===== config.mk =====
export PLATFORM = sky130hd
export DESIGN_NAME = alu_exec_unit
export DESIGN_NICKNAME = d
export VERILOG_FILES = /design/src/rtl/alu_exec_unit_pkg.sv /design/src/rtl/alu_exec_unit_shift_step.sv /design/src/rtl/alu_exec_unit.sv
export SDC_FILE = /design/constraint.sdc
export NUM_CORES = 1
export LEC_CHECK = 0
export BUFFER_PORTS_ARGS = -buffer_cell sky130_fd_sc_hd__clkbuf_2
export CAP_MARGIN = 30
export CORE_MARGIN = 8
export CORE_UTILIZATION = 54
export CTS_BUF_LIST = sky130_fd_sc_hd__clkbuf_2
export CTS_CLUSTER_SIZE = 14
export DETAILED_ROUTE_END_ITERATION = 7
export GPL_ROUTABILITY_DRIVEN = 0
export HOLD_SLACK_MARGIN = 0.03
export PLACE_DENSITY_LB_ADDON = 0.1
export REMOVE_ABC_BUFFERS = 1
export SYNTH_ARGS = -nofsm -noshare
export SYNTH_HDL_FRONTEND = slang
export SYNTH_SLANG_ARGS = --single-unit

===== constraint.sdc =====
create_clock -name clk -period 8.2 [get_ports clk]
set_clock_uncertainty 0.15 [all_clocks]
set_input_delay 0 -clock clk [delete_from_list [all_inputs] [get_ports clk]]
set_output_delay 0 -clock clk [all_outputs]
set_load 0.005 [all_outputs]

===== src/rtl/alu_exec_unit_pkg.sv =====
// Shared ALU op-code constants, FSM state encoding and op classification helpers.
// The op-code constants match those used by the upstream ALU control decoder.
package alu_exec_unit_pkg;

  localparam logic [3:0] ALU_ADD  = 4'b0000;
  localparam logic [3:0] ALU_SUB  = 4'b1000;
  localparam logic [3:0] ALU_SLL  = 4'b0001;
  localparam logic [3:0] ALU_SLT  = 4'b0010;
  localparam logic [3:0] ALU_SLTU = 4'b0011;
  localparam logic [3:0] ALU_XOR  = 4'b0100;
  localparam logic [3:0] ALU_SRL  = 4'b0101;
  localparam logic [3:0] ALU_SRA  = 4'b1101;
  localparam logic [3:0] ALU_OR   = 4'b0110;
  localparam logic [3:0] ALU_AND  = 4'b0111;

  typedef enum logic [1:0] {
    ST_IDLE  = 2'd0,
    ST_SHIFT = 2'd1,
    ST_DONE  = 2'd2
  } state_e;

  function automatic logic is_shift_op(input logic [3:0] f);
    return (f == ALU_SLL) || (f == ALU_SRL) || (f == ALU_SRA);
  endfunction

  function automatic logic is_legal_op(input logic [3:0] f);
    case (f)
      ALU_ADD, ALU_SUB, ALU_SLL, ALU_SLT, ALU_SLTU,
      ALU_XOR, ALU_SRL, ALU_SRA, ALU_OR, ALU_AND: return 1'b1;
      default:                                   return 1'b0;
    endcase
  endfunction

endpackage


===== src/rtl/alu_exec_unit_shift_step.sv =====
// Combinational shifter used both as the per-cycle step of the iterative shifter
// and as the full barrel shifter in the fast build.
module alu_shift_step #(
  parameter int XLEN = 32,
  parameter int AW   = 6
) (
  input  logic [XLEN-1:0] value_i,
  input  logic [AW-1:0]   amount_i,
  input  logic            dir_left_i,
  input  logic            arith_i,
  output logic [XLEN-1:0] value_o
);

  always_comb begin
    if (dir_left_i)
      value_o = value_i << amount_i;
    else if (arith_i)
      value_o = XLEN'($signed(value_i) >>> amount_i);
    else
      value_o = value_i >> amount_i;
  end

endmodule


===== src/rtl/alu_exec_unit.sv =====
// Execute-stage ALU with valid/ready handshakes, registered result and branch flags.
// Define ALU_FAST_SHIFT_EN for single-cycle barrel shifts; otherwise shifts iterate SHIFT_STEP bits/cycle.
module alu_exec_unit
  import alu_exec_unit_pkg::*;
#(
  parameter int XLEN       = 32,
  parameter int SHIFT_STEP = 1
) (
  input  logic            clk,
  input  logic            rst,
  input  logic            flush,
  input  logic            in_valid,
  output logic            in_ready,
  input  logic [3:0]      field,
  input  logic [XLEN-1:0] op_a,
  input  logic [XLEN-1:0] op_b,
  output logic            out_valid,
  input  logic            out_ready,
  output logic [XLEN-1:0] result,
  output logic            zero,
  output logic            lt,
  output logic            ltu,
  output logic            illegal
);

  localparam int SHW = $clog2(XLEN);
  localparam int AW  = SHW + 1;

  state_e          state_q, state_d;
  logic [XLEN-1:0] result_q, result_d;
  logic            lt_q, lt_d, ltu_q, ltu_d, illegal_q, illegal_d;

  logic [SHW-1:0]  shamt;
  logic            op_lt, op_ltu;
  logic [XLEN-1:0] alu_res;
  logic [XLEN-1:0] sh_val, sh_out;
  logic [AW-1:0]   sh_amt;
  logic            sh_left, sh_arith;
  logic            accept;

  assign shamt  = op_b[SHW-1:0];
  assign op_lt  = $signed(op_a) < $signed(op_b);
  assign op_ltu = op_a < op_b;
  assign accept = in_valid && (state_q == ST_IDLE) && !flush;

`ifdef ALU_FAST_SHIFT_EN
  assign sh_val   = op_a;
  assign sh_amt   = {1'b0, shamt};
  assign sh_left  = (field == ALU_SLL);
  assign sh_arith = (field == ALU_SRA);
`else
  localparam logic [AW-1:0] STEP = AW'(SHIFT_STEP);

  logic [AW-1:0] rem_q, rem_d, rem_next;
  logic          dir_q, dir_d, arith_q, arith_d;

  // Last step may be shorter than SHIFT_STEP when the remainder is not a multiple.
  assign sh_amt   = (rem_q >= STEP) ? STEP : rem_q;
  assign rem_next = rem_q - sh_amt;
  assign sh_val   = result_q;
  assign sh_left  = dir_q;
  assign sh_arith = arith_q;
`endif

  alu_shift_step #(.XLEN(XLEN), .AW(AW)) u_shift (
    .value_i    (sh_val),
    .amount_i   (sh_amt),
    .dir_left_i (sh_left),
    .arith_i    (sh_arith),
    .value_o    (sh_out)
  );

  always_comb begin
    alu_res = '0;
    case (field)
      ALU_ADD:  alu_res = op_a + op_b;
      ALU_SUB:  alu_res = op_a - op_b;
      ALU_SLT:  alu_res = {{(XLEN-1){1'b0}}, op_lt};
      ALU_SLTU: alu_res = {{(XLEN-1){1'b0}}, op_ltu};
      ALU_XOR:  alu_res = op_a ^ op_b;
      ALU_OR:   alu_res = op_a | op_b;
      ALU_AND:  alu_res = op_a & op_b;
`ifdef ALU_FAST_SHIFT_EN
      ALU_SLL, ALU_SRL, ALU_SRA: alu_res = sh_out;
`else
      // Only a zero shift amount completes without visiting SHIFT.
      ALU_SLL, ALU_SRL, ALU_SRA: alu_res = op_a;
`endif
      default:  alu_res = '0;
    endcase
  end

  always_comb begin
    state_d   = state_q;
    result_d  = result_q;
    lt_d      = lt_q;
    ltu_d     = ltu_q;
    illegal_d = illegal_q;
`ifndef ALU_FAST_SHIFT_EN
    rem_d     = rem_q;
    dir_d     = dir_q;
    arith_d   = arith_q;
`endif
    if (flush) begin
      state_d = ST_IDLE;
    end else begin
      case (state_q)
        ST_IDLE: begin
          if (accept) begin
            lt_d      = op_lt;
            ltu_d     = op_ltu;
            illegal_d = !is_legal_op(field);
            result_d  = alu_res;
            state_d   = ST_DONE;
`ifndef ALU_FAST_SHIFT_EN
            if (is_shift_op(field) && (shamt != '0)) begin
              state_d = ST_SHIFT;
              rem_d   = {1'b0, shamt};
              dir_d   = (field == ALU_SLL);
              arith_d = (field == ALU_SRA);
            end
`endif
          end
        end
`ifndef ALU_FAST_SHIFT_EN
        ST_SHIFT: begin
          result_d = sh_out;
          rem_d    = rem_next;
          if (rem_next == '0) state_d = ST_DONE;
        end
`endif
        ST_DONE: begin
          if (out_ready) state_d = ST_IDLE;
        end
        default: state_d = ST_IDLE;
      endcase
    end
  end

  always_ff @(posedge clk or posedge rst) begin
    if (rst) begin
      state_q   <= ST_IDLE;
      result_q  <= '0;
      lt_q      <= 1'b0;
      ltu_q     <= 1'b0;
      illegal_q <= 1'b0;
`ifndef ALU_FAST_SHIFT_EN
      rem_q     <= '0;
      dir_q     <= 1'b0;
      arith_q   <= 1'b0;
`endif
    end else begin
      state_q   <= state_d;
      result_q  <= result_d;
      lt_q      <= lt_d;
      ltu_q     <= ltu_d;
      illegal_q <= illegal_d;
`ifndef ALU_FAST_SHIFT_EN
      rem_q     <= rem_d;
      dir_q     <= dir_d;
      arith_q   <= arith_d;
`endif
    end
  end

  assign in_ready  = (state_q == ST_IDLE);
  assign out_valid = (state_q == ST_DONE);
  assign result    = result_q;
  assign zero      = (result_q == '0);
  assign lt        = lt_q;
  assign ltu       = ltu_q;
  assign illegal   = illegal_q;

endmodule


# Word level (Yosys, flattened, before mapping)
# Memories as Yosys holds them, arrays and structs flattened.
# Index checks and enable logic that the tools add are counted.
[totals]
register_bits = 45
romBits = 16
in_bits = 73
out_inout_bits = 38
elab_cells = 75
memories = 1
[classes]
n_addsub = 3
order_cmp = 3
n_eq_ne = 16
n_shift = 3
n_mux = 18
n_bitwise = 4
reduce_logical = 19
[mem_list]
columns = ["name", "words", "width", "rd", "rd_ports_with_merged_regs", "wr", "line_no", "source"]
rows = [
  ["(name not given)", 16, 1, 1, 0, 0, "alu_exec_unit_pkg.sv:27", "case (f)"],
]
[ops]
columns = ["operator", "count"]
rows = [
  ["$pmux W32 S8", 1],
  ["$mux W32", 3],
  ["$lt A32 B32 Y1", 2],
  ["$pmux W32 S2", 1],
  ["$add A32 B32 Y32", 1],
  ["$and A32 B32 Y32", 1],
  ["$logic_not A32 Y1", 1],
  ["$or A32 B32 Y32", 1],
  ["$shl A32 B6 Y32", 1],
  ["$shr A32 B6 Y32", 1],
  ["$sshr A32 B6 Y32", 1],
  ["$sub A32 B32 Y32", 1],
  ["$xor A32 B32 Y32", 1],
  ["$mux W6", 3],
  ["$eq A4 B3 Y1 const B", 4],
  ["$pmux W6 S2", 1],
  ["$mux W2", 5],
  ["$reduce_and A3 Y1", 3],
  ["$eq A4 B2 Y1 const B", 2],
  ["$eq A4 B4 Y1 const B", 2],
  ["$reduce_and A4 Y1", 2],
  ["$ge A6 B1 Y1 const B", 1],
  ["$logic_not A6 Y1", 1],
  ["$ne A3 B2 Y1 const B", 2],
  ["17 further kinds", 24],
]

# Logic depth before layout (Yosys ltp)
[depth]
word_depth = 8
mapped_depth = 14
ltp_nobuf = 12

# Cells and area by module
# From an unflattened synthesis, not the netlist that was laid out.
[hier_totals]
hier_cells = 1579
hier_area_um2 = 11994.0
[modules_own_cells]
columns = ["mod", "instances", "cells_per_inst", "area_per_inst_um2", "seq_area_each_um2"]
rows = [
  ["alu_exec_unit", 1, 1019, 7399.6, 1126.1],
  ["alu_shift_step", 1, 560, 4594.4, 0.0],
]

# Worst setup path before layout
# OpenSTA, ideal clock, no wires.
[synth_timing]
kind = "reg2reg"
start = "reg rem_q[1]"
end = "reg state_q[1]"
arrival_time_ns = 2.461
path_slack_ns = 5.493
path_stages_with_launch = 13
path_buffers = 2
path_cell_list = "dfrtp_1 -> buf_2 -> or4_4 -> or3_1 -> buf_6 -> nand2_1 -> ha_1 -> nor2_1 -> o32ai_1 -> a21oi_1 -> a21oi_1 -> o211ai_1 -> o31ai_1"
[synth_between]
elab_chain_len = 6
[synth_rtl]
columns = ["element", "line_no", "source"]
rows = [
  ["start, declared", "alu_exec_unit.sv:54", "logic [AW-1:0] rem_q, rem_d, rem_next;"],
  ["start signal, assigned", "alu_exec_unit.sv:159", "rem_q <= rem_d;"],
  ["$ge A6 B1 Y1", "alu_exec_unit.sv:58", "assign sh_amt = (rem_q >= STEP) ? STEP : rem_q;"],
  ["$mux W6", "alu_exec_unit.sv:58", ""],
  ["$sub A6 B6 Y6 (*)", "alu_exec_unit.sv:59", "assign rem_next = rem_q - sh_amt;"],
  ["$logic_not A6 Y1 (*)", "alu_exec_unit.sv:129", "if (rem_next == '0) state_d = ST_DONE;"],
  ["$ne A3 B3 Y1 (no source line) (*)", "-", ""],
  ["$reduce_and A3 Y1 (no source line) (*)", "-", ""],
  ["end signal, assigned", "alu_exec_unit.sv:153", "state_q <= state_d;"],
  ["end, declared", "alu_exec_unit.sv:29", "state_e state_q, state_d;"],
]
# Mark *: on every way between the ends. The rest lies on a longest branch, timed or not.
# A chain may end at the register's enable or synchronous reset.

# Worst setup path in the final report
[layout_timing]
start = "in op_a[10]"
end = "reg ltu_q (netlist: ltu)"
[layout_between]
elab_chain_len = 1
[layout_rtl]
columns = ["element", "line_no", "source"]
rows = [
  ["start, declared", "alu_exec_unit.sv:15", "input logic [XLEN-1:0] op_a,"],
  ["$lt A32 B32 Y1", "alu_exec_unit.sv:43", "assign op_ltu = op_a < op_b;"],
  ["end signal, assigned", "alu_exec_unit.sv:156", "ltu_q <= ltu_d;"],
  ["end, declared", "alu_exec_unit.sv:31", "logic lt_q, lt_d, ltu_q, ltu_d, illegal_q, illegal_d;"],
]
# No other way between the ends.

==> tab_implementation.tex <==
\begin{tabular}{lr}
\hline
Metric & Value \\
\hline
\multicolumn{2}{l}{\textbf{Status}} \\
\quad Status & finished, final reports clean \\
\multicolumn{2}{l}{\textbf{Cells and area}} \\
\quad Synth-to-layout area growth & 13.5\% \\
\quad Leading cell type in the layout, fill and taps excluded & sky130\_fd\_sc\_hd\_\_clkbuf\_2 \\
\quad Fill count & 1,411 \\
\quad \# nets final & around 1,400 \\
\quad Fraction of layout instances using a drive strength above 1 & around 14\% \\
\quad Most frequent cells in the layout & sky130\_fd\_sc\_hd\_\_clkbuf\_2 (116), sky130\_fd\_sc\_hd\_\_a21oi\_1 (109), sky130\_fd\_sc\_hd\_\_ha\_1 (101) \\
\quad Final cell count without fillers & around 1,400 \\
\quad Antenna Diode Count & 0 \\
\multicolumn{2}{l}{\textbf{Die}} \\
\quad Number of placed I/O pins & $\sim$110 \\
\quad Core Box Area & around 14,000 sq um \\
\quad Overall die area & 18,600 sq um \\
\quad Initial core utilization & 54.6\% \\
\quad Number of core rows & 44 \\
\quad Die X & roughly 140 um \\
\quad Height of the chip & 136 um \\
\multicolumn{2}{l}{\textbf{Clocking}} \\
\quad \# clock sinks & 45 \\
\quad Clock input transition at the sequential cells of the worst setup and hold paths & 0.25 ns \\
\quad Total setup buffers inserted after CTS & 0 \\
\quad CTS Root Buffer Type & sky130\_fd\_sc\_hd\_\_clkbuf\_2 \\
\quad Number of hold buffers added after cts & 38 \\
\quad Resize count post-CTS & 0 \\
\quad Clock latency of the later-clocked register in the worst-skew pair & 0.43 ns \\
\quad Maximum level of the CTS H-tree & 2 \\
\quad Clock tree from TritonCTS & done \\
\quad CTS max path bufs & 2 \\
\quad Cts bufs inserted & 5 \\
\multicolumn{2}{l}{\textbf{Global route}} \\
\quad Total Routing Usage GR & 28.4\% \\
\quad Met1 usage & 39.8\% \\
\quad Largest net degree at the start of global routing & 42 \\
\quad Via count of the first global-routing pass & approximately 8,300 \\
\quad Total congestion overflow after global routing & 0 \\
\quad Met2 track utilization from global routing & 42.7\% \\
\quad Global-route wire length before repair & 43,100 um \\
\quad Met3 track demand over resource & slightly below 4\% \\
\quad Number of antenna violations at the first check in global routing & 0 \\
\quad Most congested layer reported by global routing & met2 \\
\multicolumn{2}{l}{\textbf{Detailed routing}} \\
\quad Avg Vias per Cell & between 6 and 7 \\
\quad Iter 0 DRT Violations & 1,103 \\
\quad DR vias & 8,957 \\
\quad Total routed wirelength & 27,200 um \\
\quad Pre-Repair DR Iteration Count & 5 \\
\quad Average wire per cell in the routed design & 19.9 um \\
\quad Number of remaining DRC errors & 0 \\
\quad DRT antenna net count & 0 \\
\multicolumn{2}{l}{\textbf{Synthesis}} \\
\quad Unique masters post-synth & 78 \\
\quad Share of flip-flops with an asynchronous set or reset after synthesis & 100\% \\
\quad Warnings from Yosys & 0 \\
\quad Post-synthesis area per instance & between 7 and 8 sq um \\
\quad Number of enable flip-flop cells after synthesis & 0 \\
\quad Cells after synthesis & 1,077 \\
\quad Top flip-flop cell by instance count after synthesis & sky130\_fd\_sc\_hd\_\_dfrtp\_1 \\
\quad Post-synthesis register bit count & 45 \\
\quad Proportion of synthesized chip area in sequential cells & 14.4\% \\
\quad Total standard cell area after synthesis & 7820 sq um \\
\multicolumn{2}{l}{\textbf{STA}} \\
\quad Slew margin rel. & between 30\% and 40\% \\
\quad RSZ-0062 raised after global routing & no \\
\quad Max Slew Vio Count & 0 \\
\quad Aggregate negative setup slack & 0 ns \\
\quad Max Fclk & about 0.26 GHz \\
\quad Setup violators final & 0 \\
\quad Share of the clock period used by the worst path & a little under half \\
\quad Pin slew with the least headroom to its limit & 0.934 ns \\
\quad Final hold violation count & 0 \\
\quad Hold slack & approximately 0.044 ns \\
\quad Minimum setup slack in the final design & between 4 and 5 ns \\
\quad Crit path time final & 3.85 ns \\
\multicolumn{2}{l}{\textbf{Critical path}} \\
\quad Worst endpoint required time & 8.40 ns \\
\quad Crit path DAT & between 4 and 5 ns \\
\quad Worst Path Max Fanout & 12 \\
\quad Worst Setup Path Type & primary input to flop \\
\quad CP Capture Type & flop \\
\quad Critical Path Source Type & primary input \\
\multicolumn{2}{l}{\textbf{Hold path}} \\
\quad Min-Delay Path Class & primary input to flop \\
\multicolumn{2}{l}{\textbf{Power}} \\
\quad Power per Cell Area & 114 nW/um\^{}2 \\
\quad Largest vdd supply drop & $\sim$0.059 mV \\
\quad Leakage power summed over all cells & 4.05 nW \\
\multicolumn{2}{l}{\textbf{Placed design}} \\
\quad Half-perimeter wire length after placement & 20,500 um \\
\quad I/O Buffers & 110 \\
\quad Placed insts & 1,317 \\
\quad Worst slack at placement & $\sim$4.7 ns \\
\multicolumn{2}{l}{\textbf{Flow run}} \\
\quad Maximum capacitance violations & 0 \\
\hline
\end{tabular}
routing by layer:
layer / vias up / part of all wire, %
li1: 4183 / -
met1: 4207 / 44
met2: 486 / 43
met3: 81 / 9.3
met4: 0 / 4.1
met5: - / 0
power breakdown:
| part | switching, mW | internal (mW) | total [mW] |
|---|---|---|---|
| clock network | 0.0767 | 0.0214 | 0.0981 |
| registers | 0.0755 | 0.261 | 0.337 |
| logic | 0.333 | 0.241 | 0.574 |
Yosys cell counts, types with 7 or more instances:
cell type | instances | area [sq um]
sky130_fd_sc_hd__a21oi_1 | 109 | 546
sky130_fd_sc_hd__ha_1 | 101 | 1260
sky130_fd_sc_hd__nor2_1 | 97 | 364
sky130_fd_sc_hd__inv_1 | 96 | 360
sky130_fd_sc_hd__o21ai_0 | 80 | 400
sky130_fd_sc_hd__nand2_1 | 70 | 263
sky130_fd_sc_hd__clkbuf_1 | 45 | 169
sky130_fd_sc_hd__dfrtp_1 | 45 | 1130
sky130_fd_sc_hd__mux2i_1 | 23 | 230
sky130_fd_sc_hd__xnor2_1 | 22 | 193
sky130_fd_sc_hd__nor4_1 | 21 | 131
sky130_fd_sc_hd__nand3_1 | 20 | 100
sky130_fd_sc_hd__a221oi_1 | 18 | 158
sky130_fd_sc_hd__nand2b_1 | 17 | 106
sky130_fd_sc_hd__a22oi_1 | 16 | 120
sky130_fd_sc_hd__nor3_1 | 16 | 80.1
sky130_fd_sc_hd__o221ai_1 | 15 | 131
sky130_fd_sc_hd__o31ai_1 | 15 | 113
sky130_fd_sc_hd__buf_2 | 14 | 70.1
sky130_fd_sc_hd__o21bai_1 | 13 | 97.6
sky130_fd_sc_hd__a222oi_1 | 12 | 120
sky130_fd_sc_hd__nor2b_1 | 12 | 75.1
sky130_fd_sc_hd__a211oi_1 | 10 | 75.1
sky130_fd_sc_hd__a21o_1 | 10 | 75.1
sky130_fd_sc_hd__a31oi_1 | 10 | 62.6
sky130_fd_sc_hd__nand4_1 | 10 | 62.6
sky130_fd_sc_hd__mux2_2 | 9 | 101
sky130_fd_sc_hd__o211ai_1 | 9 | 67.6
sky130_fd_sc_hd__a221o_1 | 8 | 80.1
sky130_fd_sc_hd__o22ai_1 | 8 | 50.1
sky130_fd_sc_hd__a22o_1 | 7 | 61.3
sky130_fd_sc_hd__and2_1 | 7 | 43.8
sky130_fd_sc_hd__o21ai_1 | 7 | 35.0
cell families after synthesis:
kind of cell / after synthesis / synth area share [%]
xor gates and xnor gates: 25 / 2.80
adders and majority gates: 103 / 16.7
AOI/OAI and AO/OA: 410 / 35.4
and+or+nand+nor: 297 / 18.2
muxes: 32 / 4.24
buffers and inverters: 165 / 8.24
DFF: 45 / 14.4
final timing paths:
kind	startpoint	to	slack, ns	depth (start not counted)
worst max-delay path	op_a[10]	ltu	4.35	13
worst min-delay path	op_b[16]	result[16]	0.04	6
worst max register to register	rem_q[1]	state_q[1]	4.65	11
worst min register to register	illegal	illegal	0.36	2
max in group asynchronous	rst	dir_q	7.08	5
min in group asynchronous	rst	ltu	0.36	4
area by class of cell:
| type | instances | area (sq um) | area share, % |
|---|---|---|---|
| multi-input cells | 867 | 6060 | 68.3 |
| flip-flops and latches | 45 | 1130 | 12.7 |
| repair buffers | 160 | 1040 | 11.7 |
| inverters | 99 | 372 | 4.19 |
| clock inverters | 2 | 10.0 | 0.113 |
| clock buffers | 6 | 30.0 | 0.338 |
| well taps | 184 | 230 | 2.59 |
flip-flops by register name, indices dropped and copies added, names as in the netlist:
name / flops
result: 32
rem_q: 6
state_q: 2
arith_q: 1
dir_q: 1
ltu: 1
lt: 1
illegal: 1
critical path: stages:
cell,delay (ns)
sky130_fd_sc_hd__dlygate4sd3_1,0.52
sky130_fd_sc_hd__clkbuf_2,0.15
sky130_fd_sc_hd__inv_1,0.05
sky130_fd_sc_hd__ha_1,0.45
sky130_fd_sc_hd__or4_1,0.65
sky130_fd_sc_hd__nor4_1,0.34
sky130_fd_sc_hd__a31o_2,0.32
sky130_fd_sc_hd__o31ai_2,0.12
sky130_fd_sc_hd__o21ai_1,0.37
sky130_fd_sc_hd__a22oi_1,0.24
sky130_fd_sc_hd__a21oi_1,0.21
sky130_fd_sc_hd__o31ai_1,0.07
sky130_fd_sc_hd__dlygate4sd3_1,0.56
through the flow:
step / instance area, sq um / total power [mW] / util [%]
2_1_floorplan: 7550 / 0.687 / -
3_3_place_gp: 8420 / 0.876 / 58.8
3_5_place_dp: 8450 / 0.882 / 59.0
4_1_cts: 8870 / 0.994 / 62.0
5_1_grt: 8870 / 1.08 / 62.0
6_report: 8870 / 1.01 / 62.0
No activity file was read; power rests on OpenSTA's default activity.
